===== src/rtl/pipeline_hazard_ctrl_pkg.sv =====
// Shared control definitions for the 5-stage core: sequencer
// states, register-zero constant, ALUOp codes, stage-control bundle.
package cpu_ctrl_pkg;

  typedef enum logic [1:0] {
    RUN      = 2'd0,
    MEM_WAIT = 2'd1,
    ERR      = 2'd2
  } ctrlState_e;

  localparam logic [4:0] REG_ZERO = 5'd0;

  localparam logic [1:0] ALUOP_ADD   = 2'b00;
  localparam logic [1:0] ALUOP_SUB   = 2'b01;
  localparam logic [1:0] ALUOP_FUNCT = 2'b10;

  typedef struct packed {
    logic pcWrite;
    logic ifidWrite;
    logic idexWrite;
    logic exmemWrite;
    logic ifidFlush;
    logic idexFlush;
    logic memwbBubble;
  } pipeCtl_t;

  localparam pipeCtl_t CTL_RUN    = 7'b1111000;
  localparam pipeCtl_t CTL_FREEZE = 7'b0000001;
  localparam pipeCtl_t CTL_OFF    = 7'b0000000;

endpackage


===== src/rtl/pipeline_hazard_ctrl_sat_counter.sv =====
// Saturating up-counter used for pipeline performance statistics.
// Ports: clk, reset (async high), inc, clear (sync), value[W-1:0].
module sat_counter #(
  parameter int W = 16
) (
  input  logic         clk,
  input  logic         reset,
  input  logic         inc,
  input  logic         clear,
  output logic [W-1:0] value
);

  localparam logic [W-1:0] ONE = {{(W-1){1'b0}}, 1'b1};

  always_ff @(posedge clk or posedge reset) begin
    if (reset) begin
      value <= '0;
    end else if (clear) begin
      value <= '0;
    end else if (inc && (value != '1)) begin
      value <= value + ONE;
    end
  end

endmodule


===== src/rtl/pipeline_hazard_ctrl.sv =====
// Hazard sequencer: load-use stalls, branch/jump squashes, memory
// freeze with timeout; drives PC/IF/ID/EX/MEM/WB enables, flushes and
// bubble, plus saturating stall/flush counters and sticky timeout_err.
module pipeline_hazard_ctrl
  import cpu_ctrl_pkg::*;
#(
  parameter int CNT_W       = 16,
  parameter int MEM_TIMEOUT = 15
) (
  input  logic             clk,
  input  logic             reset,
  input  logic [4:0]       id_rs,
  input  logic [4:0]       id_rt,
  input  logic             id_uses_rt,
  input  logic             id_jump,
  input  logic             ex_mem_read,
  input  logic [4:0]       ex_rt,
  input  logic             ex_branch_taken,
  input  logic             mem_access,
  input  logic             dmem_ready,
  output logic             pc_write,
  output logic             ifid_write,
  output logic             idex_write,
  output logic             exmem_write,
  output logic             ifid_flush,
  output logic             idex_flush,
  output logic             memwb_bubble,
  output logic [CNT_W-1:0] stall_cnt,
  output logic [CNT_W-1:0] flush_cnt,
  output logic             timeout_err
);

  // With a limit of one, the first frozen cycle is already the last.
  localparam bit FIRST_IS_LAST = (MEM_TIMEOUT <= 1);
  localparam logic [8:0] LIMIT = 9'(MEM_TIMEOUT);

  ctrlState_e state;
  ctrlState_e stateNxt;
  logic [7:0] waitCnt;
  logic [7:0] waitNxt;
  pipeCtl_t   ctl;
  pipeCtl_t   hzCtl;
  logic       loadUse;
  logic       lastWait;
  logic       stallInc;
  logic       flushInc;

  assign loadUse = ex_mem_read && (ex_rt != REG_ZERO) &&
                   ((ex_rt == id_rs) ||
                    (id_uses_rt && (ex_rt == id_rt)));

  // waitCnt holds frozen cycles already completed; this one is +1.
  assign lastWait = ({1'b0, waitCnt} + 9'd1) >= LIMIT;

  always_comb begin
    hzCtl = CTL_RUN;
    if (ex_branch_taken) begin
      hzCtl.ifidFlush = 1'b1;
      hzCtl.idexFlush = 1'b1;
    end else if (loadUse) begin
      hzCtl.pcWrite   = 1'b0;
      hzCtl.ifidWrite = 1'b0;
      hzCtl.idexFlush = 1'b1;
    end else if (id_jump) begin
      hzCtl.ifidFlush = 1'b1;
    end
  end

  always_comb begin
    ctl      = CTL_RUN;
    stateNxt = state;
    waitNxt  = waitCnt;
    if (reset) begin
      ctl = CTL_OFF;
    end else begin
      unique case (state)
        RUN: begin
          if (mem_access && !dmem_ready) begin
            ctl      = CTL_FREEZE;
            waitNxt  = 8'd1;
            stateNxt = FIRST_IS_LAST ? ERR : MEM_WAIT;
          end else begin
            ctl = hzCtl;
          end
        end
        MEM_WAIT: begin
          if (dmem_ready) begin
            ctl      = hzCtl;
            waitNxt  = 8'd0;
            stateNxt = RUN;
          end else begin
            ctl = CTL_FREEZE;
            if (lastWait) begin
              stateNxt = ERR;
            end else begin
              waitNxt = waitCnt + 8'd1;
            end
          end
        end
        ERR: begin
          ctl = CTL_FREEZE;
        end
        default: begin
          ctl      = CTL_FREEZE;
          stateNxt = RUN;
        end
      endcase
    end
  end

  always_ff @(posedge clk or posedge reset) begin
    if (reset) begin
      state   <= RUN;
      waitCnt <= 8'd0;
    end else begin
      state   <= stateNxt;
      waitCnt <= waitNxt;
    end
  end

  assign pc_write     = ctl.pcWrite;
  assign ifid_write   = ctl.ifidWrite;
  assign idex_write   = ctl.idexWrite;
  assign exmem_write  = ctl.exmemWrite;
  assign ifid_flush   = ctl.ifidFlush;
  assign idex_flush   = ctl.idexFlush;
  assign memwb_bubble = ctl.memwbBubble;
  assign timeout_err  = (state == ERR);

  assign stallInc = !ctl.pcWrite && (state != ERR) && !reset;
  assign flushInc = ctl.ifidFlush;

  sat_counter #(.W(CNT_W)) uStallCnt (
    .clk   (clk),
    .reset (reset),
    .inc   (stallInc),
    .clear (1'b0),
    .value (stall_cnt)
  );

  sat_counter #(.W(CNT_W)) uFlushCnt (
    .clk   (clk),
    .reset (reset),
    .inc   (flushInc),
    .clear (1'b0),
    .value (flush_cnt)
  );

endmodule

===== config.mk =====
export PLATFORM = sky130hd
export DESIGN_NAME = pipeline_hazard_ctrl
export DESIGN_NICKNAME = d
export VERILOG_FILES = /design/src/rtl/pipeline_hazard_ctrl_pkg.sv /design/src/rtl/pipeline_hazard_ctrl_sat_counter.sv /design/src/rtl/pipeline_hazard_ctrl.sv
export SDC_FILE = /design/constraint.sdc
export NUM_CORES = 1
export LEC_CHECK = 0
export CORE_MARGIN = 8
export CORE_UTILIZATION = 51
export DETAILED_ROUTE_END_ITERATION = 7
export PLACE_DENSITY = 0.89
export SETUP_SLACK_MARGIN = 0.2
export SYNTH_ARGS = -nofsm -noshare
export SYNTH_HDL_FRONTEND = slang
export SYNTH_HIERARCHICAL = 1
export SYNTH_SLANG_ARGS = --single-unit

===== constraint.sdc =====
create_clock -name clk -period 3.9 [get_ports clk]
set_clock_uncertainty 0.15 [all_clocks]
set_input_delay 0.78 -clock clk [delete_from_list [all_inputs] [get_ports clk]]
set_output_delay 0.78 -clock clk [all_outputs]
set_load 0.02 [all_outputs]

# After elaboration in Yosys (flattened, before gate mapping)
# Cells that the tools add are included.
dict set report op_classes {
  add_sub_neg 4
  multipliers 0
  div_mod_pow 0
  order_cmp 1
  n_eq_ne 10
  shifts 0
  muxes 18
  bitwise_logic 2
  n_reduce_logical 17
}
# cell count
set ops {}
lappend ops {{adder 16 x 1 -> 16 bit (second input constant)} 2}
lappend ops {{inequality test 16 bit (second input constant)} 2}
lappend ops {{2-to-1 mux 8 bit} 3}
lappend ops {{2-to-1 mux 7 bit} 3}
lappend ops {{case mux 8 bit (2 select lines)} 1}
lappend ops {{case mux 7 bit (2 select lines)} 1}
lappend ops {{2-to-1 mux 2 bit} 6}
lappend ops {{== test 5 bit} 2}
lappend ops {{adder 8 x 1 -> 9 bit (second input constant)} 1}
lappend ops {{greater-or-equal comparator 9 x 4 -> 1 bit (second input constant)} 1}
lappend ops {{adder 8 x 1 -> 8 bit (second input constant)} 1}
lappend ops {{logical AND 1 bit} 8}
lappend ops {{AND reduction 4 bit} 2}
lappend ops {{inequality test 3 bit (second input constant)} 2}
lappend ops {{case mux 2 bit (3 select lines)} 1}
lappend ops {{nonzero test 5 bit} 1}
lappend ops {{inequality test 2 bit (second input constant)} 2}
lappend ops {{logical NOT 1 bit} 3}
lappend ops {{2-to-1 mux 1 bit} 3}
lappend ops {{== test 2 x 1 -> 1 bit (second input constant)} 1}
lappend ops {{== test 2 bit (second input constant)} 1}
lappend ops {{logical NOT 2 bit} 1}
lappend ops {{inverter 1 bit} 2}
lappend ops {{nonzero test 2 bit} 1}
lappend ops {{logical OR 1 bit} 1}
dict set report word_totals {
  register_bits 42
  latchBits 0
  ram_bits 0
  mem_bits_ro 0
  inputBits 23
  out_inout_bits 40
  elab_cells 56
  n_memories 0
}

# Logic depth before layout (Yosys ltp)
# Gate-level depths: netlist of the first run.
dict set report depth {
  word_depth 13
  mapped_depth 11
  depth_no_buf 9
}

# Modules after synthesis
# The synthesis of the first run kept the hierarchy.
# mod instances cells_per_inst area_each_um2 seq_area_each_um2
set modules_own_cells {}
lappend modules_own_cells {sat_counter 2 101 932.1 400.4}
lappend modules_own_cells {pipeline_hazard_ctrl 1 109 879.6 250.2}

# Least setup slack after synthesis of the first run
# No wires, ideal clock.
dict set report synth_path {
  kind {input to register}
  start {input port mem_access}
  end {register uFlushCnt.value[13]}
  setup_ns 0.077
  arrival_time_ns 3.731
  t_required_ns 3.673
  path_slack_ns -0.059
  cell_stages 10
  path_buffers 1
  cell_sequence {nor2_1 nor2_1 nor3_1 nand2_1 o21ai_0 clkbuf_2 nand3_1 or4_4 or4_1 a21oi_1}
}
dict set report synth_via {
  elab_chain_cells 5
}
# element line
set synth_lines {}
lappend synth_lines {{start, declared} pipeline_hazard_ctrl.sv:19} ;# input logic mem_access,
lappend synth_lines {{logical AND 1 bit} pipeline_hazard_ctrl.sv:78} ;# if (mem_access && !dmem_ready) begin
lappend synth_lines {{2-to-1 mux 7 bit} pipeline_hazard_ctrl.sv:78}
lappend synth_lines {{case mux 7 bit (2 select lines)} pipeline_hazard_ctrl.sv:76} ;# unique case (state)
lappend synth_lines {{2-to-1 mux 7 bit} pipeline_hazard_ctrl.sv:73} ;# if (reset) begin
lappend synth_lines {{named net ifid_flush} pipeline_hazard_ctrl.sv:25} ;# output logic ifid_flush,
lappend synth_lines {{logical AND 1 bit} pipeline_hazard_ctrl_sat_counter.sv:20} ;# end else if (inc && (value != '1)) begin
lappend synth_lines {{end signal, assigned} pipeline_hazard_ctrl_sat_counter.sv:21} ;# value <= value + ONE;
lappend synth_lines {{end, declared} pipeline_hazard_ctrl_sat_counter.sv:10} ;# output logic [W-1:0] value
# The timed path passes the listed nets, and every way through them passes these cells.
# A chain may end at the register's enable or synchronous reset.

# Final worst setup path of the first run
dict set report layout_path {
  start {input port ex_rt[3]}
  end {output port ifid_write}
}
dict set report layout_via {
  elab_chain_cells 9
  word_cells_on_any_way 13
  cone_classes {2 x eq/ne; 6 x mux; 5 x reduce/logical}
}
# element line
set layout_lines {}
lappend layout_lines {{start, declared} pipeline_hazard_ctrl.sv:17} ;# input logic [4:0] ex_rt,
lappend layout_lines {{== test 5 bit} pipeline_hazard_ctrl.sv:50} ;# (id_uses_rt && (ex_rt == id_rt)));
lappend layout_lines {{logical AND 1 bit} pipeline_hazard_ctrl.sv:50}
lappend layout_lines {{logical OR 1 bit} pipeline_hazard_ctrl.sv:49} ;# ((ex_rt == id_rs) ||
lappend layout_lines {{logical AND 1 bit (*)} pipeline_hazard_ctrl.sv:48} ;# assign loadUse = ex_mem_read && (ex_rt != REG_ZERO) &&
lappend layout_lines {{2-to-1 mux 2 bit (*)} pipeline_hazard_ctrl.sv:60} ;# end else if (loadUse) begin
lappend layout_lines {{2-to-1 mux 2 bit (*)} pipeline_hazard_ctrl.sv:57} ;# if (ex_branch_taken) begin
lappend layout_lines {{2-to-1 mux 7 bit (on tied branches)} {pipeline_hazard_ctrl.sv:87, pipeline_hazard_ctrl.sv:78}}
lappend layout_lines {{case mux 7 bit (2 select lines) (*)} pipeline_hazard_ctrl.sv:76}
lappend layout_lines {{2-to-1 mux 7 bit (*)} pipeline_hazard_ctrl.sv:73}
lappend layout_lines {{end, declared} pipeline_hazard_ctrl.sv:22} ;# output logic ifid_write,
# Mark *: on every way between the ends. The rest lies on a longest branch, timed or not.

==> results_dict.tcl, run 1 <==
set metrics [dict create \
    finalNonFillerCells 447 \
    finalCriticalPeriod_ns 3.65 \
    outcome "finished, final reports clean" \
    pin_count 63 \
    finalCritPeriodShare_pct 93.5 \
    vias_per_cell 6.09 \
    root_buffer "clkbuf_8" \
    wl_mm 7.47 \
    final_layout_size_suffix_gt1_share_pct 8.75 \
    drt_iter0_markers 177 \
    slew_viol_final 0 \
    dp_slack_ns 0.0358 \
    setup_viol 0 \
    synth_cell_types 49 \
    power.share.switching_pct 29.5 \
    antenna_found_initial 0 \
    numCtsBuffers 5 \
    grt_pass1_wl_mm 12.2 \
    cap_violations 0 \
    grt_pass1_vias 2576 \
    dr_total_vias 2722 \
    cts.reportedPaths.clkPinSlew_ns 0.08 \
    end_kind "output pin" \
    cts_buffer_depth 2 \
    die_y_um 89.4 \
    hp-class "reg -> reg" \
    fin_tns_setup_ns 0 \
    grt_overflow 0 \
    core_um2 5140 \
    tightest_slew_ns 0.727 \
    clock_latency_ns 0.30 \
    gp_congestion 0.848 \
    syn_inst 311 \
    pwr-share-clk_pct 32.2 \
    mappedNetlistArea_um2 2740 \
    critPathLaunchType "input port" \
    final-hold-violation-count 0 \
    power_switching_uw 315 \
    postCtsSetupBuffers 0 \
    netlist_top_cells_area "dfrtp_1 38%, a21oi_1 4.9%, or4_1 4.1%" \
    dpl_cell_area_um2 3440 \
    antennaDiodeCount 0 \
    path_cells "clkdlybuf4s50_1 -> or4_1 -> o21ai_0 -> a21oi_4 -> a21boi_0 -> dlygate4sd2_1" \
    ys_seq_area_share_pct 38.3 \
    cts_max_level 2 \
    clock.fmax_mhz 274 \
    powerDensity_nw_per_um2 300 \
    ys_warn_count 6 \
    cts_tree "done" \
    final_common_cell "clkdlybuf4s50_1" \
    path_max_fanout 4 \
    timing.final.ws_setup_ns 0.253 \
    drtAntennaViolNets 0 \
    timing.rr.start "state[0]" \
    synth_top_area_share_pct 38.3 \
    finish.instance_area_um2 3560 \
    ir_worst_vdd_v 0.000280 \
    ys.flop_type "dfrtp_1" \
    arrival_ns 2.72 \
    hpwl_mm 5.49 \
    worstSetupStartpoint "ex_rt[3]" \
    start_util_pct 53.4 \
    async_flop_share_pct 100 \
    synth.avg_cell_area_um2 8.82 \
    critPathMaxStageDelay_ns 0.47 \
    p_total_mw 1.07 \
    row_count 26 \
    ctsHoldBuffers 0 \
    crit_slowest_cell "or4_1" \
    slew_headroom_pct 51.1 \
    hold_path_startpoint "waitCnt[6]" \
    drc 0 \
    nets 403 \
    track_usage_pct 19.1 \
    grt_start_max_net_pins 20 \
    wire_per_inst_um 16.7 \
    die_area_um2 7980 \
    synth.largest_area_cell "dfrtp_1" \
    ys_ff_latch 42 \
    critPathKind "in -> out" \
    port_buffers 62 \
    clock-sinks 42 \
    die_w_um 89.4 \
    dp.cells 439 \
    p_seq_share_pct 46.9 \
    rsz0062_at_grt "yes" \
    cp.required_ns 2.97 \
    p_int_uw 754 \
    synth_edf_count 0 \
    p_comb_share_pct 20.9 \
    layout_common_cells "58 x clkdlybuf4s50_1, 42 x dfrtp_1, 26 x a21oi_1, 22 x nand2_1, 21 x nand3_1" \
    leakagePower_nw 1.36 \
    drtPass1Iterations 5 \
    area_growth_pct 29.8 \
]
-- flip-flops by register name, summed over array words and instances (netlist names) --
name / count
uFlushCnt/value: 16
waitCnt: 8
state: 2
uStallCnt/value: 16
-- power groups by stage --
stage / clock [mW] / sequential, mW / combinational (mW)
floorplan: 0 / 0.497 / 0.146
finish: 0.344 / 0.501 / 0.223
global placement: 0 / 0.504 / 0.216
global route: 0.367 / 0.505 / 0.246
detailed placement: 0 / 0.508 / 0.220
CTS: 0.349 / 0.500 / 0.222
-- worst max-delay path, delay by kind of cell --
family	cells	cell delay [ns]
simple gates	1	0.47
buf+inv	2	0.83
compound gates	3	0.64
-- layout make-up --
class,count,area (um2)
Clock inverter,2,37.5
Clock buffer,6,72.6
Inverter,11,41.3
Multi-Input combinational cell,245,1580
Fill cell,422,1580
Tap cell,70,87.6
Timing Repair Buffer,71,687
Sequential cell,42,1050
-- per-stage QoR --
step,utilization (%),hold slack (ns)
floorplan,-,0.356
global placement,66.9,0.374
detailed placement,66.9,0.382
CTS,69.1,0.400
global route,69.3,0.428
finish,69.3,0.398
-- repair_timing --
item	in CTS	in global routing
gates resized for setup	4	2
setup endpoints to repair	4	1
gates cloned	0	0
pin swaps	0	1
-- cells by family (layout without fill, tap and decap cells) --
| family | Yosys count | after routing | share of synthesized area, % |
|---|---|---|---|
| other cells | 1 | 2 | 0.137 |
| compound gates | 73 | 73 | 16.9 |
| xor+xnor | 12 | 12 | 3.83 |
| flops | 42 | 42 | 38.3 |
| simple gates | 147 | 147 | 31.6 |
| mux | 7 | 7 | 2.74 |
| fa+ha+maj | 4 | 4 | 1.82 |
| buf+inv | 25 | 90 | 4.70 |
-- worst paths after layout --
kind / to / slack, ns / cells after the start
worst max-delay path: ifid_write / 0.25 / 6
worst min-delay path: waitCnt[6] / 0.40 / 1
worst max register to register: uFlushCnt/value[13] / 1.06 / 10
max in group asynchronous: uStallCnt/value[12] / 2.23 / 3
worst min register to register: waitCnt[6] / 0.40 / 1
min in group asynchronous: waitCnt[5] / 0.85 / 4
-- per-layer routing --
| layer | wire, um | GRT usage (%) |
|---|---|---|
| met2 | 3860 | 33.1 |
| met5 | 0 | 0 |
| met1 | 3090 | 23.6 |
| met3 | 405 | 3.03 |
| met4 | 116 | 6.19 |
-- cell usage after synthesis, types with 4 or more instances --
| cell | instances |
|---|---|
| nor3_1 | 13 |
| nor4_1 | 7 |
| nor2_1 | 15 |
| nand2b_1 | 5 |
| buf_4 | 4 |
| mux2_2 | 4 |
| or3_1 | 15 |
| or4_1 | 15 |
| nand2_1 | 22 |
| o31ai_1 | 11 |
| o41ai_1 | 4 |
| xor2_1 | 9 |
| nand3_1 | 21 |
| clkbuf_1 | 5 |
| ha_1 | 4 |
| a21oi_1 | 27 |
| dfrtp_1 | 42 |
| nor2b_1 | 7 |
| o21a_1 | 4 |
| inv_1 | 11 |
| o21ai_0 | 13 |
| nand4_1 | 9 |
Power figures use the tool's default switching activity.
==> inputs of run 2 (changes only) <==
--- a/config.mk
+++ b/config.mk
@@ -6,9 +6,9 @@
 export NUM_CORES = 1
 export LEC_CHECK = 0
 export CORE_MARGIN = 8
-export CORE_UTILIZATION = 51
+export CORE_UTILIZATION = 45
 export DETAILED_ROUTE_END_ITERATION = 7
-export PLACE_DENSITY = 0.89
+export PLACE_DENSITY = 0.81
 export SETUP_SLACK_MARGIN = 0.2
 export SYNTH_ARGS = -nofsm -noshare
 export SYNTH_HDL_FRONTEND = slang
==> run 2 against run 1 <==
Net effect:
- sequential power about the same
- non-clock buffer count up 2
- die area up 11%
- clock-buffer cell count down 1
- sequential cell count unchanged
- final cell count up 1.6%
- utilization down 9.0 points
- critical path depth up 2
==> results_dict.tcl, run 2 (synthesis gave the netlist of run 1 again) <==
set metrics [dict create \
    outcome "finished, final reports clean" \
    cp.required_ns 2.97 \
    drc 0 \
    finish.instance_area_um2 3570 \
    antennaDiodeCount 0 \
    grt_pass1_wl_mm 12.3 \
    post-route-util_pct 60.3 \
    finalCritPeriodShare_pct 92.0 \
    critPathKind "in -> out" \
    layout_common_cells "58 x clkdlybuf4s50_1, 42 x dfrtp_1, 27 x a21oi_1, 22 x nand2_1, 21 x nand3_1" \
    postCtsSetupBuffers 0 \
    critPathMaxStageDelay_ns 0.47 \
    cts.reportedPaths.clkPinSlew_ns 0.09 \
    row_count 28 \
    cts_tree "done" \
    slew_headroom_pct 52.7 \
    clock_latency_ns 0.30 \
    slew_viol_final 0 \
    core_um2 5920 \
    arrival_ns 2.66 \
    drtPass1Iterations 4 \
    hpwl_mm 5.53 \
    vias_per_cell 5.91 \
    nets 405 \
    wl_mm 7.29 \
    numCtsBuffers 5 \
    grt_overflow 0 \
    rsz0062_at_grt "no" \
    multi_input_area_um2 1570 \
    dr_total_vias 2681 \
    leakagePower_nw 1.36 \
    port_buffers 62 \
    antenna_found_initial 0 \
    critPathLaunchType "input port" \
    finalCriticalPeriod_ns 3.59 \
    grt_pass1_vias 2587 \
    cap_violations 0 \
    final-hold-violation-count 0 \
    crit_slowest_cell "clkdlybuf4s50_1" \
    area_growth_pct 30.1 \
    regArea_um2 1050 \
    track_usage_pct 16.8 \
    final_common_cell "clkdlybuf4s50_1" \
    clock.fmax_mhz 279 \
    cts_max_level 2 \
    setup_viol 0 \
    end_kind "output pin" \
    cts_buffer_depth 2 \
    final_layout_size_suffix_gt1_share_pct 9.23 \
    path_max_fanout 3 \
    die_y_um 94.1 \
    root_buffer "clkbuf_8" \
    path_cells "clkdlybuf4s50_1 -> xor2_1 -> nor4_1 -> nand3_1 -> a21oi_1 -> buf_4 -> o21a_1 -> dlygate4sd2_1" \
    gp_congestion 0.868 \
    dp.cells 446 \
    wire_per_inst_um 16.1 \
    finalNonFillerCells 454 \
    ctsHoldBuffers 0 \
    dpl_cell_area_um2 3460 \
    clock-sinks 42 \
    ir_worst_vdd_v 0.000192 \
    powerDensity_nw_per_um2 300 \
    grt_start_max_net_pins 20 \
    drt_iter0_markers 140 \
    critPathTopFamily "buffers and inverters" \
    die_w_um 94.1 \
    die_area_um2 8850 \
    cp.buffers_inverters 3 \
    tightest_slew_ns 0.704 \
    start_util_pct 46.3 \
    hp-class "reg -> reg" \
    top_regs "uFlushCnt/value (16), uStallCnt/value (16), waitCnt (8)" \
    nFillCells 500 \
    drtAntennaViolNets 0 \
    timing.hold.ws_ns 0.414 \
    pin_count 63 \
    p_total_mw 1.07 \
]
## run 2: layout make-up
type,instances,area share (%)
clock buffer,5,1.93
clock inverter,3,1.23
inverter,11,1.16
multi-input combinational,245,44.1
sequential,42,29.4
tap,75,2.63
timing repair buffer,73,19.6
## run 2: where the power goes
part           internal, mW  switching (mW)
Combinational         0.104           0.117
Clock                 0.192           0.159
Sequential            0.458          0.0411
Total                 0.754           0.317
## run 2: path summary, 6_finish.rpt
kind,from,end,slack (ns),cells past startpoint
max,ex_rt[4],idex_flush,0.31,8
min,waitCnt[6],waitCnt[6],0.41,1
max reg2reg,state[0],uFlushCnt/value[13],1.05,10
min reg2reg,waitCnt[6],waitCnt[6],0.41,1
max in group asynchronous,reset,uFlushCnt/value[14],2.24,3
min in group asynchronous,reset,waitCnt[6],0.88,4
## run 2: through the flow
step | setup TNS (ns) | worst slack [ns]
5_1_grt | 0 | 0.204
3_3_place_gp | 0 | 0.0194
6_report | 0 | 0.313
2_1_floorplan | 0 | 0.386
4_1_cts | 0 | 0.295
3_5_place_dp | -0.00854 | -0.00428
## run 2: repair_timing
item                                    4_1_cts  5_1_grt
endpoints found under the setup margin        4        2
endpoints found under the hold margin         0        0
gates resized for setup                       4        1
## run 2: per-layer routing
metal	vias to the layer above	GRT usage (%)	share of wire, %	wire, um
met3	7	3.04	4.1	298
met1	1291	20.6	44	3170
met4	0	4.62	1.1	78
met5	-	0	0	0
li1	1321	-	-	-
met2	62	29.5	51	3740
==> inputs of run 3 (changes only) <==
--- a/config.mk
+++ b/config.mk
@@ -6,10 +6,11 @@
 export NUM_CORES = 1
 export LEC_CHECK = 0
 export CORE_MARGIN = 8
-export CORE_UTILIZATION = 45
+export CORE_UTILIZATION = 50
 export DETAILED_ROUTE_END_ITERATION = 7
-export PLACE_DENSITY = 0.81
+export PLACE_DENSITY = 0.88
 export SETUP_SLACK_MARGIN = 0.2
+export SLEW_MARGIN = 20
 export SYNTH_ARGS = -nofsm -noshare
 export SYNTH_HDL_FRONTEND = slang
 export SYNTH_HIERARCHICAL = 1
==> run 3 against run 2 <==
Net effect:
- combinational power barely moved
- clock power fell by 17%
- cell area fell by 0.91%
==> results_dict.tcl, run 3 (synthesis gave the netlist of run 1 again) <==
set metrics [dict create \
    outcome "finished, final reports clean" \
    core_um2 5410 \
    dr_total_vias 2691 \
    setup_viol 0 \
    slew_viol_final 0 \
    wl_met2_mm 3.67 \
    maxUsedRoutingLayer "met4" \
    vias_per_cell 5.99 \
    root_buffer "clkbuf_8" \
    end_kind "output pin" \
    powerDensity_nw_per_um2 286 \
    tightest_slew_ns 0.742 \
    clock_latency_ns 0.29 \
    drt-met1-wl_mm 3.03 \
    post-route-util_pct 65.4 \
    final_layout_size_suffix_gt1_share_pct 9.02 \
    hold_path_startpoint "waitCnt[5]" \
    cts_tree "done" \
    dpl_cell_area_um2 3440 \
    cts_buffer_depth 2 \
    die_w_um 90.1 \
    clock-sinks 42 \
    dr_wl_met3_um 344 \
    pin_count 63 \
    fin_tns_setup_ns 0 \
    drtAntennaViolNets 0 \
    dp_slack_ns 0.0294 \
    start_util_pct 50.8 \
    drt_iter0_markers 151 \
    die_y_um 90.1 \
    cts_max_level 2 \
    slew_headroom_pct 50.1 \
    hold_depth 1 \
    finish.instance_area_um2 3540 \
    antenna_found_initial 0 \
    critPathKind "in -> out" \
    cap_violations 0 \
    layout_common_cells "58 x clkdlybuf4s50_1, 42 x dfrtp_1, 26 x a21oi_1, 22 x nand2_1, 21 x nand3_1" \
    drc 0 \
    hold_end "waitCnt[5]" \
    power.share.switching_pct 30.5 \
    grt_overflow 0 \
    p_int_uw 704 \
    rsz0062_at_grt "no" \
    ir_worst_vdd_v 0.000232 \
    hpwl_mm 5.37 \
    r2r_end "uFlushCnt/value[13]" \
    grt_pass1_wl_mm 12.4 \
    critPathLaunchType "input port" \
    arrival_ns 2.63 \
    wl_mm 7.16 \
    wire_per_inst_um 15.9 \
    nFillCells 464 \
    final_common_cell "clkdlybuf4s50_1" \
    cp.required_ns 2.97 \
    nets 403 \
    grt_start_max_net_pins 20 \
    timing.hold.ws_ns 0.407 \
    port_buffers 62 \
    antennaDiodeCount 0 \
    p_comb_share_pct 21.9 \
    leakagePower_nw 1.34 \
    finalCriticalPeriod_ns 3.56 \
    finalCritPeriodShare_pct 91.4 \
    reg2reg_depth 10 \
    hp-class "reg -> reg" \
    gp_congestion 0.868 \
    timing.final.ws_setup_ns 0.336 \
    cts.reportedPaths.clkPinSlew_ns 0.08 \
    row_count 27 \
    die_area_um2 8110 \
    top_regs "uFlushCnt/value (16), uStallCnt/value (16), waitCnt (8)" \
    ctsHoldBuffers 0 \
    final-hold-violation-count 0 \
    track_usage_pct 17.9 \
    pwr-share-clk_pct 28.7 \
    area_growth_pct 28.9 \
    timing.rr.start "state[0]" \
    numCtsBuffers 5 \
    grt_pass1_vias 2596 \
    power_switching_uw 309 \
    reg2reg_slack_ns 1.04 \
    clock.fmax_mhz 281 \
    path_max_fanout 4 \
    drtPass1Iterations 4 \
    p_seq_share_pct 49.4 \
]
-- run 3: changes by cell type in the layout (fill, tap and decap cells not counted), sizes merged --
| cell | previous run | this run |
|---|---|---|
| buf | 11 | 9 |
| inv | 12 | 11 |
| clkbuf | 5 | 6 |
| bufinv | 1 | 0 |
| clkinvlp | 0 | 1 |
-- run 3: critical path, stage by stage --
cell and delay (ns):
clkdlybuf4s50_1 0.46, or4_1 0.48, o21ai_0 0.21, a21oi_2 0.09, a21boi_0 0.23, dlygate4sd2_1 0.38
-- run 3: how the worst max path moves through the flow --
stage / from / end / slack [ns] / cells past startpoint
after global placement: ex_rt[3] / pc_write / 0.11 / 6
after global routing: ex_rt[3] / pc_write / 0.25 / 6
final: ex_rt[3] / pc_write / 0.34 / 6
after detailed placement: ex_rt[3] / ifid_write / 0.03 / 6
after floorplan: ex_rt[1] / uFlushCnt/value[13] / 0.39 / 9
after CTS: ex_rt[3] / ifid_write / 0.34 / 6
-- run 3: final cells by class --
| cell class | count | area [um2] | area share, % |
|---|---|---|---|
| inverter | 11 | 41.3 | 1.17 |
| sequential | 42 | 1050 | 29.7 |
| clock inverter | 2 | 12.5 | 0.354 |
| timing repair buffer | 71 | 683 | 19.3 |
| tap | 72 | 90.1 | 2.55 |
| clock buffer | 6 | 82.6 | 2.33 |
| multi-input combinational | 245 | 1580 | 44.6 |
-- run 3: power by group through the flow --
stage          Combinational, mW  Sequential [mW]  Clock, mW
2_1_floorplan              0.146            0.497          0
3_3_place_gp               0.214            0.505          0
3_5_place_dp               0.223            0.507          0
4_1_cts                    0.223            0.499      0.304
5_1_grt                    0.248            0.506      0.318
6_report                   0.221            0.500      0.291
-- run 3: routing by layer --
| metal | GRT usage (%) | vias to the layer above |
|---|---|---|
| li1 | - | 1310 |
| met1 | 21.4 | 1309 |
| met2 | 31.0 | 64 |
| met3 | 3.49 | 8 |
| met4 | 6.52 | 0 |
| met5 | 0 | - |
-- run 3: timing repair --
action / 4_1_cts / 5_1_grt
buffers inserted: 0 / 0
setup endpoints to repair: 4 / 0
gates resized for setup: 5 / 0
-- run 3: per-stage QoR --
step	power [mW]	cells
6_report	1.01	449
5_1_grt	1.07	449
4_1_cts	1.03	449
3_5_place_dp	0.730	441
3_3_place_gp	0.719	441
2_1_floorplan	0.643	312
